==> src/rtl/ps2_pkg.sv <==
// Shared types and constants for the PS/2 host-side blocks.
package ps2_pkg;

    typedef enum logic [2:0] {
        StIdle,
        StInhibit,
        StReq,
        StData,
        StAck,
        StWaitIdle,
        StDone
    } ps2_tx_state_e;

    localparam logic [7:0] PS2_CMD_SETLED = 8'hED;
    localparam logic [7:0] PS2_CMD_RESET  = 8'hFF;
    localparam logic [7:0] PS2_ACK        = 8'hFA;

    function automatic logic odd_parity(input logic [7:0] data);
        return ~^data;
    endfunction

endpackage

==> src/rtl/ps2_line_filter.sv <==
// PS/2 pin conditioning: 2-FF synchronisers on clock and data, a glitch filter on the clock
// and a one-cycle strobe on each accepted falling edge.
module ps2_line_filter #(
    parameter int unsigned FILTER_LEN = 8
) (
    input  logic clk,
    input  logic rst_n,
    input  logic clk_raw,
    input  logic dat_raw,
    output logic clk_filt,
    output logic dat_sync,
    output logic clk_fall
);

    localparam int unsigned CW = $clog2(FILTER_LEN + 1);

    logic [1:0]    clk_sync_q;
    logic [1:0]    dat_sync_q;
    logic [CW-1:0] cnt_q;
    logic          filt_q;
    logic          fall_q;

    always_ff @(posedge clk or negedge rst_n) begin
        if (!rst_n) begin
            clk_sync_q <= 2'b11;
            dat_sync_q <= 2'b11;
            cnt_q      <= '0;
            filt_q     <= 1'b1;
            fall_q     <= 1'b0;
        end else begin
            clk_sync_q <= {clk_sync_q[0], clk_raw};
            dat_sync_q <= {dat_sync_q[0], dat_raw};
            fall_q     <= 1'b0;
            // Any sample that agrees with the accepted level restarts the run.
            if (clk_sync_q[1] == filt_q) begin
                cnt_q <= '0;
            end else if (cnt_q == CW'(FILTER_LEN - 1)) begin
                filt_q <= clk_sync_q[1];
                cnt_q  <= '0;
                fall_q <= filt_q;
            end else begin
                cnt_q <= cnt_q + 1'b1;
            end
        end
    end

    assign clk_filt = filt_q;
    assign dat_sync = dat_sync_q[1];
    assign clk_fall = fall_q;

endmodule

==> src/rtl/ps2_host_tx.sv <==
// Host-to-device PS/2 command transmitter: inhibits the clock, requests to send, shifts the
// frame out on device clock falls, checks the device ACK and reports done/error.
module ps2_host_tx
    import ps2_pkg::*;
#(
    parameter int unsigned INHIBIT_CYC = 2400,
    parameter int unsigned TIMEOUT_CYC = 360000,
    parameter int unsigned FILTER_LEN  = 8
) (
    input  logic       clk,
    input  logic       rst_n,
    input  logic [7:0] tx_data,
    input  logic       tx_valid,
    output logic       tx_ready,
    output logic       tx_done,
    output logic       tx_error,
    output logic       busy,
    input  logic       ps2clk_in,
    input  logic       ps2dat_in,
    output logic       ps2clk_oe,
    output logic       ps2dat_oe
);

    localparam int unsigned IW = $clog2(INHIBIT_CYC + 1);
    localparam int unsigned TW = $clog2(TIMEOUT_CYC + 1);

    ps2_tx_state_e state;
    logic [9:0]    shift;
    logic [3:0]    bitcnt;
    logic [IW-1:0] inh_cnt;
    logic [TW-1:0] to_cnt;
    logic          ack_ok;
    logic          clk_filt;
    logic          dat_sync;
    logic          fall;

    ps2_line_filter #(
        .FILTER_LEN (FILTER_LEN)
    ) u_line_filter (
        .clk      (clk),
        .rst_n    (rst_n),
        .clk_raw  (ps2clk_in),
        .dat_raw  (ps2dat_in),
        .clk_filt (clk_filt),
        .dat_sync (dat_sync),
        .clk_fall (fall)
    );

    always_ff @(posedge clk or negedge rst_n) begin
        if (!rst_n) begin
            state     <= StIdle;
            shift     <= '0;
            bitcnt    <= '0;
            inh_cnt   <= '0;
            to_cnt    <= '0;
            ack_ok    <= 1'b0;
            tx_ready  <= 1'b1;
            tx_done   <= 1'b0;
            tx_error  <= 1'b0;
            busy      <= 1'b0;
            ps2clk_oe <= 1'b0;
            ps2dat_oe <= 1'b0;
        end else begin
            tx_done <= 1'b0;
            // Timeout takes priority over any fall arriving on the terminal count.
            if ((state inside {StReq, StData, StAck, StWaitIdle}) &&
                (to_cnt == TW'(TIMEOUT_CYC - 1))) begin
                ps2clk_oe <= 1'b0;
                ps2dat_oe <= 1'b0;
                ack_ok    <= 1'b0;
                tx_done   <= 1'b1;
                tx_error  <= 1'b1;
                state     <= StDone;
            end else begin
                if (state inside {StReq, StData, StAck, StWaitIdle}) begin
                    to_cnt <= to_cnt + 1'b1;
                end
                unique case (state)
                    StIdle: begin
                        if (tx_valid) begin
                            shift     <= {1'b1, odd_parity(tx_data), tx_data};
                            bitcnt    <= '0;
                            inh_cnt   <= '0;
                            to_cnt    <= '0;
                            ack_ok    <= 1'b0;
                            ps2clk_oe <= 1'b1;
                            tx_ready  <= 1'b0;
                            busy      <= 1'b1;
                            state     <= StInhibit;
                        end
                    end
                    StInhibit: begin
                        if (inh_cnt == IW'(INHIBIT_CYC - 1)) begin
                            ps2dat_oe <= 1'b1;
                            to_cnt    <= '0;
                            state     <= StReq;
                        end else begin
                            inh_cnt <= inh_cnt + 1'b1;
                        end
                    end
                    StReq: begin
                        if (to_cnt == '0) begin
                            ps2clk_oe <= 1'b0;
                        end
                        if (to_cnt == TW'(1)) begin
                            state <= StData;
                        end
                    end
                    StData: begin
                        if (fall) begin
                            ps2dat_oe <= ~shift[0];
                            shift     <= {1'b1, shift[9:1]};
                            bitcnt    <= bitcnt + 1'b1;
                            if (bitcnt == 4'd9) begin
                                state <= StAck;
                            end
                        end
                    end
                    StAck: begin
                        ps2dat_oe <= 1'b0;
                        if (fall) begin
                            ack_ok <= ~dat_sync;
                            state  <= StWaitIdle;
                        end
                    end
                    StWaitIdle: begin
                        if (clk_filt && dat_sync) begin
                            tx_done  <= 1'b1;
                            tx_error <= ~ack_ok;
                            state    <= StDone;
                        end
                    end
                    StDone: begin
                        tx_ready <= 1'b1;
                        busy     <= 1'b0;
                        state    <= StIdle;
                    end
                    default: state <= StIdle;
                endcase
            end
        end
    end

endmodule
==> config.mk <==
export PLATFORM = sky130hd
export DESIGN_NAME = ps2_host_tx
export DESIGN_NICKNAME = d
export VERILOG_FILES = /design/src/rtl/ps2_pkg.sv /design/src/rtl/ps2_line_filter.sv /design/src/rtl/ps2_host_tx.sv
export SDC_FILE = /design/constraint.sdc
export NUM_CORES = 1
export LEC_CHECK = 0
export ABC_AREA = 1
export CORE_MARGIN = 1
export CORE_UTILIZATION = 40
export CTS_CLUSTER_SIZE = 20
export DETAILED_ROUTE_END_ITERATION = 7
export PLACE_DENSITY = 0.59
export SLEW_MARGIN = 40
export SYNTH_ARGS = -nofsm -noshare
export SYNTH_HDL_FRONTEND = slang
export SYNTH_SLANG_ARGS = --single-unit
==> constraint.sdc <==
create_clock -name clk -period 2.3 [get_ports clk]
set_clock_uncertainty 0.15 [all_clocks]
set_input_delay 0.69 -clock clk [delete_from_list [all_inputs] [get_ports clk]]
set_output_delay 0.69 -clock clk [all_outputs]
set_load 0.05 [all_outputs]
==> results.cfg <==
[routing]
wl_met1_mm = 4.18
drtAntennaViolNets = 0
drt_iter0_markers = 166
drt_first_pass_iters = 5
route.detailed.drc = 0
routed.top_layer = met4
routed_wl_mm = 8.34
vias = 3421
wl_met2_mm = 3.77
wl_per_cell_um = 12.1
viasPerCell = 4.97
met3_length_um = 281

[grt]
grt_start_max_net_pins = 66
antenna_found_initial = 0
grt_pass1_vias = 3237
overflow = 0
grt_usage_pct = 18.6
grt_pass1_wl_mm = 14.9

[cts]
hold_buffers = 0
htreeDepth = 3
cts_buffers = 9
clk_latency_ps = 340
post_cts_buffers = 0
post_cts_resized = 0
clock-sinks = 65
ctsRootBufferMaster = clkbuf_8
clockBufferDepth = 2
clkTransAtPathRegs_ps = 80
cts_tree = done

[job]
drv_cap = 0

[sta]
report.final.setup_viol = 0
rsz0062_at_grt = no
fmax_ghz = 0.476
final-hold-violation-count = 0
fin_setup_tns_ps = 0
period_minus_slack_ps = 2100
finalCritPeriodShare_pct = 91.4
tightest_slew_ps = 464
hold_ws_ps = 206
slew_headroom_pct = 68.8
slew_violations = 0

[worst_setup_path]
arrival_ps = 2160
critPathLaunch = to_cnt[10]
required_ps = 2360
critPathLaunchType = register
end_kind = register
cpMostUsedCell = nand2_1
path_cells = nand2_1 > inv_2 > nand2_1 > nor2_1 > nand3_2 > buf_4 > nand2_1 > o21ai_0 > nor3b_1
cp_slowest_stage_delay_ps = 390
crit_slowest_cell = dfrtp_1
cp_max_fo = 12
r2r-start = to_cnt[10]
crit_type = register to register

[synth]
ys_seq_elements = 65
syn_inst = 517
synthesis.area_um2 = 3890
synth_most_common_cell = nand2_1
ys.flop_type = dfrtp_1
ys_top_cells_by_count = nand2_1, inv_1, dfrtp_1
ys_warn_count = 0
synth_top_cell_by_area = dfrtp_1
synth_edf_count = 0
avgSynthCellArea_um2 = 7.52
synth_top_area_share_pct = 38.0
synth_fp_nets = 537
yosys-top-cells-area = dfrtp_1, nand2_1, inv_1, nor2_1, nand3_1
yosysSeqAreaShare_pct = 42.0
async_flop_share_pct = 100
ys_types = 36

[min_path]
hp-class = input port to asynchronous set/reset pin

[placed_design]
placed_cell_area_um2 = 4300
place_hpwl_mm = 6.22
place_inst = 670
io_buffers = 18
finalWeightedCongestion = 0.883

[floorplan]
die_w_um = 101
initial_core_util_pct = 41.7
ios = 19
fp.coreArea_um2 = 9330
dieArea_um2 = 10100
die_height_um = 101
rows = 35

[cells_and_area]
finalNonFillerCells = 688
fin_nets = 574
drive_gt1_share_pct = 14.1
syn_to_final_growth_pct = 15.7
fin_util_pct = 48.2
fin_area_um2 = 4500
antenna_cells = 0

[power_and_ir_drop]
p_leak_uw = 0.00211
p_per_area_nw_per_um2 = 1120
ir_drop_mv = 0.481

[status]
status = finished, final reports clean
## metrics by stage
stage | setup WS (ps) | power [uW]
3_5_place_dp | 54.6 | 4120
4_1_cts | 206 | 5090
6_report | 199 | 5020
5_1_grt | 18.6 | 5470
2_1_floorplan | 368 | 3430
3_3_place_gp | 63.3 | 4060
## worst max-delay path, delay by kind of cell (launching register included)
| kind | cells | cell delay (ps) |
|---|---|---|
| buffers and inverters | 2 | 300 |
| DFF | 1 | 390 |
| AOI/OAI and AO/OA | 1 | 120 |
| and+or+nand+nor | 6 | 1010 |
## cell families (layout without fill, tap and decap cells)
family,Yosys count,in the layout,share of synthesized area (%)
AO/OA/AOI/OAI,65,65,9.72
XOR/XNOR,16,16,3.60
adder cells (fa/ha/maj),7,7,2.25
buffers and inverters,80,122,8.75
flip-flops,65,65,42.0
AND/OR/NAND/NOR,284,284,33.7
## cell usage in the layout (no fill, tap or decap), types with 2 or more instances in the layout
| cell | instances |
|---|---|
| dfstp_2 | 6 |
| xor2_1 | 8 |
| inv_1 | 64 |
| nand3_1 | 42 |
| dfrtp_1 | 59 |
| nor2_4 | 3 |
| o21ai_0 | 33 |
| clkinv_2 | 2 |
| nor3_1 | 13 |
| clkbuf_1 | 3 |
| o21ai_1 | 8 |
| nor4_1 | 3 |
| buf_12 | 3 |
| a21oi_1 | 9 |
| clkbuf_8 | 10 |
| nor2_1 | 58 |
| nand2_1 | 126 |
| xnor2_1 | 8 |
| inv_2 | 4 |
| ha_1 | 7 |
| o21ai_2 | 11 |
| nand4_1 | 16 |
| nand3b_1 | 4 |
| or2_2 | 4 |
| nor2_2 | 3 |
| clkdlybuf4s50_1 | 11 |
| nand3_2 | 2 |
| buf_4 | 22 |
| nand2_2 | 3 |
| nor3b_1 | 3 |
| o31ai_1 | 2 |
## cell type report
cell class                 count  area, um^2
timing repair buffer          37         340
multi-input combinational    372        1910
clock inverter                 3        40.0
sequential                    65        1630
fill                         917        4830
tap                          129         161
inverter                      69         262
clock buffer                  13         149
## path summary, 6_finish.rpt
kind / to / slack [ps] / cells past startpoint
min reg2reg: u_line_filter.clk_sync_q[1] / 210 / 0
max in group asynchronous: u_line_filter.dat_sync_q[0] / 1460 / 2
min: to_cnt[11] / 210 / 2
max reg2reg: to_cnt[2] / 200 / 9
max: to_cnt[2] / 200 / 9
min in group clk: u_line_filter.clk_sync_q[1] / 210 / 0
## layer usage
layer  global-route usage [%]  vias up
li1                         -     1749
met1                     26.2     1586
met2                     29.0       78
met3                     2.84        8
met4                     7.02        0
met5                        0        -
## where the power goes
part / total [uW] / internal (uW) / leakage (uW) / switching [uW]
sequential: 1670 / 1440 / 0.000840 / 222
clock: 950 / 529 / 0.0000974 / 421
combinational: 2410 / 869 / 0.00118 / 1540
## state kept, by name, summed over array words and instances, names as in the netlist, 2 cells and up
signal and flops:
bitcnt 4, inh_cnt 12, shift 10, state 3, to_cnt 19, u_line_filter.clk_sync_q 2
u_line_filter.cnt_q 4, u_line_filter.dat_sync_q 2
Power figures use the tool's default switching activity.
